<file path="src/rtl/lock_pkg.sv">
// Shared definitions for the keypad entry path: key codes, lock-state encodings,
// buffer depth and the factory password.
package lock_pkg;

    localparam int unsigned MAX_DIGITS     = 8;
    localparam logic [31:0] DEFAULT_PW     = 32'h0000_0000;
    localparam logic [3:0]  DEFAULT_PW_LEN = 4'd4;
    localparam logic [3:0]  MIN_NEW_PW_LEN = 4'd4;

    localparam logic [3:0] KEY_STAR  = 4'hA;
    localparam logic [3:0] KEY_HASH  = 4'hB;
    localparam logic [3:0] KEY_RESET = 4'hC;
    localparam logic [3:0] KEY_INIT  = 4'hD;

    typedef enum logic [2:0] {
        LS_OFF    = 3'b000,
        LS_ON     = 3'b001,
        LS_WRONG1 = 3'b010,
        LS_WRONG2 = 3'b011,
        LS_ANSWER = 3'b100,
        LS_RESET  = 3'b101,
        LS_LOCK   = 3'b111
    } lock_state_e;

    // Busy sequence after an accepted '*': pulse cycle, then clear cycle.
    typedef enum logic [1:0] {
        PH_IDLE,
        PH_PULSE,
        PH_CLEAR
    } phase_e;

    function automatic logic is_digit(input logic [3:0] code);
        return code <= 4'd9;
    endfunction

    // States in which digits are buffered and '*' starts a check/commit.
    function automatic logic takes_entry(input logic [2:0] st);
        return (st == LS_ON) || (st == LS_WRONG1) || (st == LS_WRONG2) || (st == LS_RESET);
    endfunction

endpackage

</file>
<file path="src/rtl/entry_buffer.sv">
// BCD entry shift register with digit counter; newest digit in the low nibble,
// saturates at MAX_DIGITS, clear has priority over shift.
module entry_buffer
    import lock_pkg::*;
#(
    parameter int unsigned MAX_DIGITS = lock_pkg::MAX_DIGITS
) (
    input  logic                      clk,
    input  logic                      rst_n,
    input  logic                      shift_en,
    input  logic                      clear,
    input  logic [3:0]                digit,
    output logic [4*MAX_DIGITS-1:0]   data,
    output logic [3:0]                count
);

    logic [4*MAX_DIGITS-1:0] data_q, data_d;
    logic [3:0]              count_q, count_d;

    always_comb begin
        data_d  = data_q;
        count_d = count_q;
        if (clear) begin
            data_d  = '0;
            count_d = '0;
        end else if (shift_en && (count_q < 4'(MAX_DIGITS))) begin
            data_d  = {data_q[4*MAX_DIGITS-5:0], digit};
            count_d = count_q + 4'd1;
        end
    end

    always_ff @(posedge clk or negedge rst_n) begin
        if (!rst_n) begin
            data_q  <= '0;
            count_q <= '0;
        end else begin
            data_q  <= data_d;
            count_q <= count_d;
        end
    end

    assign data  = data_q;
    assign count = count_q;

endmodule

</file>
<file path="src/rtl/keypad_entry.sv">
// Keypad front end for the lock: buffers digits, checks/commits passwords on '*',
// and produces the on/off level plus star, reset and initialize pulses.
module keypad_entry
    import lock_pkg::*;
#(
    parameter int unsigned MAX_DIGITS = lock_pkg::MAX_DIGITS,
    parameter logic [31:0] DEFAULT_PW = lock_pkg::DEFAULT_PW
) (
    input  logic       clk,
    input  logic       rst_n,
    input  logic       key_valid,
    input  logic [3:0] key_code,
    input  logic [2:0] state,
    output logic       is_on,
    output logic       is_star_pressed,
    output logic       reset,
    output logic       correct,
    output logic       initialize,
    output logic [3:0] digit_count
);

    localparam int unsigned BUF_W = 4 * MAX_DIGITS;

    phase_e             phase_q, phase_d;
    logic               is_on_q, is_on_d;
    logic               star_q, star_d;
    logic               reset_q, reset_d;
    logic               init_q, init_d;
    logic [BUF_W-1:0]   pw_q, pw_d;
    logic [3:0]         pw_len_q, pw_len_d;

    logic               buf_shift;
    logic               buf_clear;
    logic [BUF_W-1:0]   buf_data;
    logic [3:0]         buf_count;

    entry_buffer #(
        .MAX_DIGITS(MAX_DIGITS)
    ) u_entry_buffer (
        .clk      (clk),
        .rst_n    (rst_n),
        .shift_en (buf_shift),
        .clear    (buf_clear),
        .digit    (key_code),
        .data     (buf_data),
        .count    (buf_count)
    );

    always_comb begin
        phase_d   = phase_q;
        is_on_d   = is_on_q;
        star_d    = 1'b0;
        reset_d   = 1'b0;
        init_d    = 1'b0;
        pw_d      = pw_q;
        pw_len_d  = pw_len_q;
        buf_shift = 1'b0;
        buf_clear = 1'b0;

        // D is honoured even mid-sequence and wins over any pending commit.
        if (key_valid && (key_code == KEY_INIT)) begin
            init_d    = 1'b1;
            is_on_d   = 1'b0;
            buf_clear = 1'b1;
            phase_d   = PH_IDLE;
            pw_d      = BUF_W'(DEFAULT_PW);
            pw_len_d  = DEFAULT_PW_LEN;
        end else begin
            case (phase_q)
                PH_PULSE: begin
                    phase_d = PH_CLEAR;
                    if ((state == LS_RESET) && (buf_count >= MIN_NEW_PW_LEN)) begin
                        pw_d     = buf_data;
                        pw_len_d = buf_count;
                        is_on_d  = 1'b0;
                    end
                end
                PH_CLEAR: begin
                    phase_d   = PH_IDLE;
                    buf_clear = 1'b1;
                end
                default: begin
                    if (key_valid && (state != LS_LOCK)) begin
                        if (is_digit(key_code)) begin
                            buf_shift = takes_entry(state);
                        end else if (key_code == KEY_STAR) begin
                            if (takes_entry(state)) begin
                                phase_d = PH_PULSE;
                                star_d  = 1'b1;
                            end
                        end else if (key_code == KEY_HASH) begin
                            is_on_d   = ~is_on_q;
                            buf_clear = 1'b1;
                        end else if ((key_code == KEY_RESET) && (state == LS_ANSWER)) begin
                            reset_d   = 1'b1;
                            buf_clear = 1'b1;
                        end
                    end
                end
            endcase
        end
    end

    always_ff @(posedge clk or negedge rst_n) begin
        if (!rst_n) begin
            phase_q  <= PH_IDLE;
            is_on_q  <= 1'b0;
            star_q   <= 1'b0;
            reset_q  <= 1'b0;
            init_q   <= 1'b0;
            pw_q     <= BUF_W'(DEFAULT_PW);
            pw_len_q <= DEFAULT_PW_LEN;
        end else begin
            phase_q  <= phase_d;
            is_on_q  <= is_on_d;
            star_q   <= star_d;
            reset_q  <= reset_d;
            init_q   <= init_d;
            pw_q     <= pw_d;
            pw_len_q <= pw_len_d;
        end
    end

    always_comb begin
        correct = 1'b0;
        case (state)
            LS_ON, LS_WRONG1, LS_WRONG2: correct = (buf_count == pw_len_q) && (buf_data == pw_q);
            LS_RESET:                    correct = (buf_count >= MIN_NEW_PW_LEN);
            default:                     correct = 1'b0;
        endcase
    end

    assign is_on           = is_on_q;
    assign is_star_pressed = star_q;
    assign reset           = reset_q;
    assign initialize      = init_q;
    assign digit_count     = buf_count;

endmodule
</file>
<file path="config.mk">
export PLATFORM = sky130hd
export DESIGN_NAME = keypad_entry
export DESIGN_NICKNAME = d
export VERILOG_FILES = /design/src/rtl/lock_pkg.sv /design/src/rtl/entry_buffer.sv /design/src/rtl/keypad_entry.sv
export SDC_FILE = /design/constraint.sdc
export NUM_CORES = 1
export LEC_CHECK = 0
export ABC_CLOCK_PERIOD_IN_PS = 3990
export CAP_MARGIN = 10
export CORE_UTILIZATION = 60
export CTS_CLUSTER_DIAMETER = 60
export DETAILED_ROUTE_END_ITERATION = 10
export PLACE_DENSITY_LB_ADDON = 0.3
export SLEW_MARGIN = 20
export SYNTH_ARGS = -nofsm -noshare
export SYNTH_HDL_FRONTEND = slang
export SYNTH_SLANG_ARGS = --single-unit
</file>
<file path="constraint.sdc">
create_clock -name clk -period 3.99 [get_ports clk]
set_clock_uncertainty 0.05 [all_clocks]
set_input_delay 0.798 -clock clk [delete_from_list [all_inputs] [get_ports clk]]
set_output_delay 0.798 -clock clk [all_outputs]
set_load 0.02 [all_outputs]
</file>
**Yosys cells after proc, flatten, opt, wreduce, memory -nomap -nowiden**

Index checks and enable logic that the tools add are counted.
W data, S select, Z words.

- Bits in registers: 78
- Output and inout port bits: 9
- Word-level logic and storage cells: 103

- $add $sub $neg: 1
- Magnitude comparators: 3
- Multiplexer cells: 48
- Bitwise logic cells: 1
- Reduce and logical (&&, ||, !) cells: 22
- Equality and inequality tests: 19

Operators with widths:

| cell | number |
|---|---|
| $mux W32 | 5 |
| $eq A32 B32 Y1 | 1 |
| $mux W1 | 29 |
| $mux W4 | 5 |
| $eq A4 B4 Y1 const B | 4 |
| $reduce_bool A4 Y1 | 3 |
| $mux W2 | 5 |
| $eq A3 B2 Y1 const B | 2 |
| $eq A3 B3 Y1 const B | 2 |
| $logic_and A1 B1 Y1 | 6 |
| $ne A3 B2 Y1 const B | 2 |
| $ne A3 B3 Y1 const B | 2 |
| $pmux W1 S2 | 3 |
| $reduce_and A6 Y1 | 1 |
| $reduce_bool A2 Y1 | 3 |
| $reduce_bool A3 Y1 | 2 |
| $add A4 B1 Y4 const B | 1 |
| $eq A4 B4 Y1 | 1 |
| $ge A4 B3 Y1 const B | 1 |
| $le A4 B4 Y1 const B | 1 |
| $lt A4 B4 Y1 const B | 1 |
| $ne A4 B2 Y1 const B | 1 |
| $pmux W2 S2 | 1 |
| $reduce_and A4 Y1 | 1 |
| 9 further kinds | 11 |

**Logic depth before layout (Yosys ltp)**

- Word-level depth: 11
- Gate-level depth with buffers: 8
- Gate-level depth less buffers: 6

**Cells and area by module**

A second synthesis with hierarchy kept.

- Cells, all modules: 410
- Area, all modules: 3668.5 um2

By module, submodules not included:

| module | area each (um2) | cells each | times used | sequential area each (um2) |
|---|---|---|---|---|
| keypad_entry | 2204.6 | 253 | 1 | 1052.3 |
| entry_buffer | 1463.9 | 157 | 1 | 900.9 |

**Worst setup path before layout**

No wires, ideal clock.

- Path kind: input port to output port
- From: input port state[2]
- To: output port correct
- Setup slack: 1.501 ns
- Path buffers: 0
- Arrival time: 1.641 ns
- Stages on the path: 3
- Required time: 3.142 ns
- Cell sequence: nor4_1 -> nand4_1 -> o21ai_0

- Cells in the longest elaborated chain, start to end: 3

RTL lines:

| item | line | text |
|---|---|---|
| start, declared | keypad_entry.sv:13 | `input logic [2:0] state,` |
| $eq A3 B1 Y1 / $eq A3 B2 Y1 (equally long branches) | keypad_entry.sv:126 | `case (state)` |
| $reduce_or A3 Y1 | keypad_entry.sv:126 |  |
| $pmux W1 S2 * | keypad_entry.sv:126 |  |
| end, declared | keypad_entry.sv:17 | `output logic correct,` |

Mark *: on every way between the ends. The rest lies on a longest branch, timed or not.

**Worst setup path in the final report**

- From: input port state[1]
- To: output port correct

The elaborated chain is that of the path after synthesis.

==> results.ini <==
[run_status]
status = finished clean

[detailed_routing]
drt_iter0_markers = 211
vias_per_cell = 5.64
wl_per_cell_um = 15.5
firstDrtPassIters = 4
remaining_drc_errors = 0
vias = 2849
ant_nets = 0
wl_um = 7850

[worst_setup_path]
r2r_start = phase_q[0]
critPathLaunchType = input port
rrSetupSlack_ns = 1.76
reg2reg_to = u_entry_buffer.count[0]
arrival_ns = 2.60
crit_start = state[1]
critPathCapture = correct
endpoint_kind = primary output
cp.required_ns = 3.14
critPathMaxFanout = 6
worstSetupPathType = in -> out
reg2regPathDepth = 7

[synthesis]
synth_top_area_cell = dfrtp_1
syn_nets = 427
synth_warnings = 0
ys_ff_latch = 78
synth_common_cells = nand2_1, dfrtp_1, a21oi_1
synthCells = 413
synth_area_leaders = dfrtp_1, nand2_1, xnor2_1, nand3_2, a21oi_1
syn_avg_cell_area_um2 = 9.26
ys_types = 34
ys_async_sr_fraction = 1.00
synth-main-ff-cell = dfrtp_1
netlist_area_um2 = 3820
yosysSeqAreaShare = 0.511
synth.most_common_cell = nand2_1
synth-edff-count = 0
synth_top_area_frac = 0.504

[clock_network]
holdBufCountCts = 0
insertion_delay_ns = 0.35
cts_buffers = 9
cts_setup_buffers = 0
clk_pin_slew_ns = 0.08
clockRootBuffer = clkbuf_8
cts.sinks = 78
cts_max_level = 3
tritoncts = built
cts_buffer_depth = 2
cts_resized = 0

[die]
fp.dieArea_um2 = 6690
row_count = 28
initial_core_util = 0.634
die_y_um = 81.8
die_width_um = 81.8
pin_count = 19
core_um2 = 6030

[placement]
port_buffers = 18
dpl.hpwl_um = 4840
gp_congestion = 0.877

[pwr]
p_sw_mw = 0.893
pwr-share-seq = 0.483
clkPwrFrac = 0.240
sw_frac_of_total = 0.358
p_comb_frac = 0.277
p_leak_nw = 1.98
peakVddDrop_mv = 0.403
power_mw = 2.50
p_per_area_nw_per_um2 = 594
intPower_mw = 1.60

[final_layout]
area_growth_pct = 9.89
n_antenna_cell = 0
layout-drive-gt1-share = 0.105
final_nets = 439

[timing]
relSlewSlack = 0.368
hold_violations = 0
rsz0062_at_grt = false
drv_slew = 0
worst_pin_slew_ns = 0.949
period_share = 0.863
final.min_clock_period_ns = 3.44
tns_ns = 0
finalSetupViolations = 0
max_freq_mhz = 290

[run]
cap_violations = 0

[global_routing]
grt_pass1_wl_um = 13600
antenna_found_initial = 0
groute.usage.overall = 0.273
grt_pass1_vias = 2846
grt_overflow = 0
grt_max_degree = 79

[worst_hold_path]
hold_path_depth = 2
hold_class = reg -> reg

==> metal layers <==
layer	GRT usage	wire length, µm
met5	0	0
met4	0.125	123
met2	0.429	3760
met3	0.0311	344
met1	0.382	3620
==> layout by cell type, fill, tap and decap left out, types with 2 or more instances in the layout <==
cell type        Yosys  routed
nor2_1               6       6
nand3_2             19      19
nor4_1               5       5
xor2_1              14      14
nor3_1               3       3
nand4_1              9       9
a21o_1               2       2
and2_1               2       2
o21ai_0              6       6
dfrtp_1             77      77
nand2_1            142     142
buf_4                0       7
xnor2_1             23      23
clkbuf_8             0      11
ha_1                 4       4
a21oi_1             37      37
clkdlybuf4s50_1      0      17
nand3_1             18      18
or3_1                3       3
inv_1                3       3
clkbuf_1            10       2
nor2b_1              4       4
==> cells by family (layout without fill, tap and decap cells) <==
kind of cell | after synthesis | after routing | synth area share
AOI/OAI and AO/OA | 49 | 49 | 0.0740
and+or+nand+nor | 219 | 219 | 0.276
adders and majority gates | 4 | 4 | 0.0131
xor gates and xnor gates | 37 | 37 | 0.0848
buffers and inverters | 26 | 43 | 0.0412
DFF | 78 | 78 | 0.511
==> stage by stage <==
stage	area (µm²)	instances	setup slack [ns]	hold slack, ns	utilization
after floorplan	3820	413	1.50	0.426	-
after global placement	4000	489	0.579	0.436	0.664
after detailed placement	4000	489	0.573	0.447	0.664
after CTS	4200	505	0.538	0.462	0.697
after global routing	4200	505	0.443	0.476	0.697
final	4200	505	0.547	0.460	0.697
==> power by group through the flow <==
stage / sequential [mW] / clock, mW / combinational, mW
after floorplan: 1.18 / 0 / 0.495
after global placement: 1.21 / 0 / 0.677
after detailed placement: 1.22 / 0 / 0.691
after CTS: 1.20 / 0.611 / 0.703
after global routing: 1.24 / 0.639 / 0.773
final: 1.20 / 0.599 / 0.691
==> critical path: stages <==
cell             delay, ns
clkdlybuf4s50_1       0.57
nor2_1                0.11
nor4_1                0.18
nand4_1               0.11
o21ai_0               0.18
clkdlybuf4s50_1       0.64
==> worst min path at each step <==
stage	to	from
after floorplan	pw_len_q[2]	pw_len_q[2]
after global placement	pw_len_q[2]	pw_len_q[2]
after detailed placement	pw_len_q[2]	pw_len_q[2]
after CTS	pw_len_q[2]	pw_len_q[2]
after global routing	pw_len_q[2]	pw_len_q[2]
final	pw_len_q[2]	pw_len_q[2]
==> registers in the layout, indices dropped and copies added (netlist names) <==
register	cells
reset	1
phase_q	2
pw_len_q	4
is_star_pressed	1
u_entry_buffer.count	4
pw_q	32
is_on	1
u_entry_buffer.data	32
initialize	1
==> final cells by class <==
class                           count  area, µm²
Clock buffer                       13        159
Clock inverter                      3       42.5
Fill cell                         460       1830
Inverter                            3       11.3
Multi-Input combinational cell    309       1720
Sequential cell                    78       1950
Tap cell                           75       93.8
Timing Repair Buffer               24        223
No activity file was read; power rests on OpenSTA's default activity.
